===== config.mk =====
export PLATFORM = sky130hd
export DESIGN_NAME = async_rd_ptr_ctrl
export DESIGN_NICKNAME = d
export VERILOG_FILES = /design/src/rtl/async_rd_ptr_ctrl_pkg.sv /design/src/rtl/async_rd_ptr_ctrl_gray_ptr_sync.sv /design/src/rtl/async_rd_ptr_ctrl.sv
export SDC_FILE = /design/constraint.sdc
export NUM_CORES = 1
export LEC_CHECK = 0
export ABC_CLOCK_PERIOD_IN_PS = 3400
export CAP_MARGIN = 40
export CORE_MARGIN = 3
export CORE_UTILIZATION = 30
export CTS_BUF_LIST = sky130_fd_sc_hd__clkbuf_4
export DETAILED_ROUTE_END_ITERATION = 7
export GPL_TIMING_DRIVEN = 0
export SKIP_LAST_GASP = 1
export SYNTH_ARGS = -nofsm -noshare
export SYNTH_HDL_FRONTEND = slang
export SYNTH_SLANG_ARGS = --single-unit
export TNS_END_PERCENT = 1

===== constraint.sdc =====
create_clock -name rd_clk -period 3.4 [get_ports rd_clk]
set_input_delay 0.51 -clock rd_clk [delete_from_list [all_inputs] [get_ports rd_clk]]
set_output_delay 0.51 -clock rd_clk [all_outputs]
set_load 0.01 [all_outputs]

===== src/rtl/async_rd_ptr_ctrl_pkg.sv =====
`default_nettype none
// ============================================================================
// Module      : async_rd_ptr_ctrl_pkg
// Description : Shared dual-clock FIFO helpers (Gray conversion, sync limits).
// Revision    : 1.0
// ============================================================================
package async_rd_ptr_ctrl_pkg;

    localparam int PTR_MAX_W       = 32;
    localparam int SYNC_STAGES_MIN = 2;
    localparam int SYNC_STAGES_MAX = 4;

    // Both conversions work on zero-extended operands, so a caller of any
    // width up to PTR_MAX_W casts in and truncates the result back out.
    function automatic logic [PTR_MAX_W-1:0] bin2gray(input logic [PTR_MAX_W-1:0] bin);
        return bin ^ (bin >> 1);
    endfunction

    function automatic logic [PTR_MAX_W-1:0] gray2bin(input logic [PTR_MAX_W-1:0] gray);
        logic [PTR_MAX_W-1:0] bin;
        bin[PTR_MAX_W-1] = gray[PTR_MAX_W-1];
        for (int i = PTR_MAX_W - 2; i >= 0; i--) begin
            bin[i] = bin[i+1] ^ gray[i];
        end
        return bin;
    endfunction

endpackage
`default_nettype wire


===== src/rtl/async_rd_ptr_ctrl_gray_ptr_sync.sv =====
`default_nettype none
// ============================================================================
// Module      : gray_ptr_sync
// Description : STAGES-deep flop chain carrying a Gray pointer across domains.
// Revision    : 1.0
// ============================================================================
module gray_ptr_sync #(
    parameter int WIDTH  = 5,
    parameter int STAGES = 2
) (
    input  logic             clk,
    input  logic             rst,
    input  logic [WIDTH-1:0] d,
    output logic [WIDTH-1:0] q
);

    logic [WIDTH-1:0] chain [STAGES];

    always_ff @(posedge clk or posedge rst) begin
        if (rst) begin
            for (int i = 0; i < STAGES; i++) begin
                chain[i] <= '0;
            end
        end else begin
            chain[0] <= d;
            for (int i = 1; i < STAGES; i++) begin
                chain[i] <= chain[i-1];
            end
        end
    end

    assign q = chain[STAGES-1];

endmodule
`default_nettype wire


===== src/rtl/async_rd_ptr_ctrl.sv =====
`default_nettype none
// ============================================================================
// Module      : async_rd_ptr_ctrl
// Description : Read-domain pointer, empty/almost-empty/level/underflow logic.
// Revision    : 2.0
// ============================================================================
module async_rd_ptr_ctrl
    import async_rd_ptr_ctrl_pkg::*;
#(
    parameter int ADDR_SIZE   = 4,
    parameter int SYNC_STAGES = 2,
    parameter int AE_THRESH   = 2
) (
    input  logic                 rd_clk,
    input  logic                 rd_rst,
    input  logic [ADDR_SIZE:0]   wr_addr_gray,
    input  logic                 rd_en,
    output logic                 rd_vld,
    output logic [ADDR_SIZE-1:0] rd_addr,
    output logic [ADDR_SIZE:0]   rd_addr_gray,
    output logic                 empty,
    output logic                 almost_empty,
    output logic [ADDR_SIZE:0]   rd_level,
    output logic                 underflow
);

    localparam int              PTR_W    = ADDR_SIZE + 1;
    localparam logic [PTR_W-1:0] AE_LEVEL = PTR_W'(AE_THRESH);

    if (SYNC_STAGES < SYNC_STAGES_MIN || SYNC_STAGES > SYNC_STAGES_MAX) begin : g_bad_sync_stages
        $error("async_rd_ptr_ctrl: SYNC_STAGES out of range");
    end
    if (AE_THRESH < 0 || AE_THRESH > (1 << ADDR_SIZE) - 1) begin : g_bad_ae_thresh
        $error("async_rd_ptr_ctrl: AE_THRESH out of range");
    end
    if (PTR_W > PTR_MAX_W) begin : g_bad_addr_size
        $error("async_rd_ptr_ctrl: ADDR_SIZE too large");
    end

    logic [PTR_W-1:0] wr_sync_gray;
    logic [PTR_W-1:0] wr_sync_bin;
    logic [PTR_W-1:0] rd_bin;
    logic [PTR_W-1:0] rd_bin_next;
    logic [PTR_W-1:0] rd_gray_next;
    logic [PTR_W-1:0] level_next;

    gray_ptr_sync #(
        .WIDTH  (PTR_W),
        .STAGES (SYNC_STAGES)
    ) u_wr_ptr_sync (
        .clk (rd_clk),
        .rst (rd_rst),
        .d   (wr_addr_gray),
        .q   (wr_sync_gray)
    );

    // empty is a flop, so the only combinational path from rd_en is this gate.
    assign rd_vld       = rd_en & ~empty;
    assign rd_bin_next  = rd_bin + {{ADDR_SIZE{1'b0}}, rd_vld};
    assign rd_gray_next = PTR_W'(bin2gray(PTR_MAX_W'(rd_bin_next)));
    assign wr_sync_bin  = PTR_W'(gray2bin(PTR_MAX_W'(wr_sync_gray)));
    assign level_next   = wr_sync_bin - rd_bin_next;
    assign rd_addr      = rd_bin[ADDR_SIZE-1:0];

    always_ff @(posedge rd_clk or posedge rd_rst) begin
        if (rd_rst) begin
            rd_bin       <= '0;
            rd_addr_gray <= '0;
            empty        <= 1'b1;
            almost_empty <= 1'b1;
            rd_level     <= '0;
            underflow    <= 1'b0;
        end else begin
            rd_bin       <= rd_bin_next;
            rd_addr_gray <= rd_gray_next;
            empty        <= (rd_gray_next == wr_sync_gray);
            almost_empty <= (level_next <= AE_LEVEL);
            rd_level     <= level_next;
            underflow    <= rd_en & empty;
        end
    end

endmodule
`default_nettype wire


==> reports/summary.md <==
The run gives 82 as the post-synthesis cell count. The area share of the leading cell type in the synthesized netlist is 0.539. The most heavily used metal layer in global routing is met2.

The aggregate negative setup slack was 0 ns; the number of primary I/O pins was 26. Dominant register cell in the synthesized netlist: dfrtp_1. Static timing analysis puts the maximum clock frequency at 340 MHz. Setup repair after global routing left no endpoint under its margin. Type of the worst setup path: input port to flip-flop. The final critical-path required period was 2.94 ns.

The max-capacitance violation count is 0, and the area of the multi-input gates is 440 um^2. The worst path buffer plus inverter count is 1, and the total area of sequential cells is 678 um^2. By instance count, the leading cell after synthesis is dfrtp_1.

The via count of the first global-routing pass was 747; the required arrival time at the worst endpoint was 3.63 ns. Once detailed placement completed, the half-perimeter wirelength came to 1.49 mm. STA classifies the critical path endpoint as a flip-flop.

The total power per unit cell area was 1010 nW/um^2. Measured along the y axis, the die boundary spans 68.2 um. The logs give 0.00210 ns for the worst clock skew on the final layout and 0.32 ns for the insertion delay to the later sink of the worst-skew pair. The tree is rooted in a clkbuf_4.

Share of async-settable or async-resettable flops after synthesis: 1.00. Internal power comes to 0.000956 W. The number of synthesized register bits is 27, and the placeable core region is 3520 um^2.

Highest-delay cell along the critical path: clkdlybuf4s50_1. From synthesis to final layout, the design area changed by 30.4%. For the met1 capacity usage during global routing, the log shows 0.123. The final weighted congestion in routability-driven placement was 0.754. The tools report the number of filler instances in the final layout as 338. Among the stages of the critical path, the cell type that occurs most often is ha_1.

Once detail routing completed, the nets flagged for antenna violations numbered 0. The slew at the pin with the worst max-slew slack was 0.529 ns; the clock transition time at the flip-flop clock pins of the worst setup and hold paths was 0.14 ns. The tools report the number of antenna violations at the first check in global routing as 0. The logs give 3 for the number of buffers created by CTS and 0 for the number of pins exceeding their max-slew limit in the final report. The share of the clock period used by the worst path is 0.865. Across all layers, the routed design uses 656 vias. The logs give 1 for the maximum level of the CTS H-tree and 97 for the synthesized net count. By area the synthesized netlist is led by dfrtp_1 (54%), xnor2_1 (11%), ha_1 (6.5%). After synthesis, the mean cell area works out to 14.1 um^2. The final layout contains routed wiring with a total length of 1.83 mm. The synthesized netlist occupies a cell area of 1160 um^2. The number of violations reported at the end of detailed-routing iteration 0 was 25; the number of remaining DRC errors was 0. The fraction of layout cells with a size suffix above 1 is 0.0982.

The iteration count of the initial detailed-routing pass came out at 5. The setup fix buffers added after clock tree synthesis is 0. The number of core rows is 21, and the count of buffers inserted at the top-level ports is 25. The largest total area in the synthesized netlist belongs to dfrtp_1.

Tightest slew margin relative to the limit: 0.647. The largest incremental delay on the critical path is 0.46 ns. In the post-route analysis, the smallest setup slack over all paths is 0.457 ns. In this run the worst setup path begins at rd_en. The kind of start point of the critical path was an input port. The final layout contains 128 nets.

The tools report the reg-to-reg startpoint as u_wr_ptr_sync.q[4]. The signal on the critical path passes through clkdlybuf4s50_1, nor2b_1, ha_1, nand3_1, xor2_1, ha_1, a21o_1, a31oi_1, xnor2_1, a2111oi_2. The clock passes through at most 2 buffers. In this run the worst path has a maximum fanout of 5. The number of antenna diodes in the final layout is 0. The tightest min-delay check is of the flip-flop to flip-flop type. The count of clock tree sinks is 27, and the met3 routing resource usage after global routing is 0.0345. The number of hold violations in the final report is 0. The switching fraction of total power was 0.374.

The logs give 0.329 for the initial cell density of the core and 0 for the hold buffer count at cts. Proportion of power drawn by the clock network: 0.091. For the post-cts gate resize count, the log shows 0. The power share of the combinational group was 0.589; the maximum number of pins on one net before global-route repair was 17. Post-synthesis cell type count: 22. The startpoint of the most critical hold path was u_wr_ptr_sync.chain[6].

The number of flops mapped to enable cells by yosys came out at 0. The flow ran to the end, and the final reports show no timing, DRC or antenna violations. The pre-CTS setup slack is 0.0626 ns. TritonCTS built the clock tree.

The number of setup violations in the final report was 0; the area of the die was 4650 um^2. Count of warnings emitted by yosys: 0. The global routing met2 resource utilization was 0.143. The first global-routing pass estimated 3.19 mm of wire. The logs give 0.665 nW for the static leakage and 0.320 for the share of total power in sequential cells. For this run the aggregate overflow at the end of global routing stands at 0. For the data arrival at the endpoint of the critical path, the log shows 3.17 ns. The width of the chip is 68.2 um, and the average vias per placed instance is 4.15. The tools report the total routing resource utilization after global routing as 0.0946.

In the synthesized netlist, the cells that appear most often are dfrtp_1 (25), xnor2_1 (15), inv_1 (7). Portion of the post-synthesis area used by sequential elements: 0.585. VDD sags by at most 0.000488 V. In the final routed layout, each cell accounts on average for 11.6 um. The kind of cell with the highest combined delay along the critical path is compound AO/OA/AOI/OAI gates.

The power spent charging and discharging nets is 0.000571 W.
[per-stage QoR]
step           cell area, um^2  total power (W)  utilization  hold WS [ns]  std cells
4_1_cts                   1510          0.00156        0.430         0.368        158
3_5_place_dp              1480          0.00141        0.421         0.335        154
3_3_place_gp              1470          0.00140        0.417         0.332        153
6_report                  1510          0.00153        0.430         0.366        158
5_1_grt                   1510          0.00167        0.430         0.380        158
2_1_floorplan             1160          0.00109            -         0.331         82
[cell families after synthesis]
family	synth area share
simple gates	0.0496
fa+ha+maj	0.0820
buf+inv	0.0356
flops	0.585
compound gates	0.0475
xor+xnor	0.201
[sequential cells by signal (all words and copies together) (netlist names)]
name	flops
almost_empty	1
underflow	1
empty	1
rd_addr_gray	5
u_wr_ptr_sync.chain	5
u_wr_ptr_sync.q	5
rd_bin	4
rd_level	5
[worst register-to-register path: cells and delay by family (launching register included)]
family,cells,cell delay [ns]
adders and majority gates,2,0.56
DFF,1,0.42
xor gates and xnor gates,4,1.12
AOI/OAI and AO/OA,2,0.57
buffers and inverters,1,0.05
[layer usage]
layer / vias to the layer above / part of all wire
met5: - / 0
met4: 0 / 0.014
met3: 4 / 0.077
met2: 19 / 0.45
met1: 307 / 0.46
li1: 326 / -
[power groups by stage]
stage          Clock (W)  Combinational, W  Sequential (W)
2_1_floorplan          0          0.000548        0.000542
3_3_place_gp           0          0.000904        0.000495
3_5_place_dp           0          0.000913        0.000497
4_1_cts         0.000146          0.000921        0.000492
5_1_grt         0.000162           0.00101        0.000504
6_report        0.000139          0.000899        0.000489
[final cells by class]
cell class              count  area share
repair buffers             26       0.175
multi-input cells          46       0.291
flip-flops and latches     27       0.448
well taps                  46      0.0380
inverters                   7      0.0174
clock inverters             1     0.00496
clock buffers               3      0.0149
plain buffers               2     0.00993
[final timing paths]
kind | to | slack [ns] | cells past startpoint
min in group asynchronous | u_wr_ptr_sync.chain[6] | 0.50 | 2
hold / removal | u_wr_ptr_sync.q[1] | 0.37 | 0
setup reg to reg | almost_empty | 0.59 | 9
max in group asynchronous | empty | 2.35 | 3
setup / recovery | almost_empty | 0.46 | 10
hold reg to reg | u_wr_ptr_sync.q[1] | 0.37 | 0
[cells in the final DEF (no fill, tap or decap), types with 2 or more instances in the layout]
master            n
clkbuf_4          3
ha_1              6
clkdlybuf4s50_1  25
dfstp_2           2
buf_4             2
xnor2_1          15
inv_1             7
a21o_1            2
dfrtp_1          25
xor2_1            6
nand3_1           2
a21oi_1           2
nor2b_1           2
(Power assumes the default switching activity.)
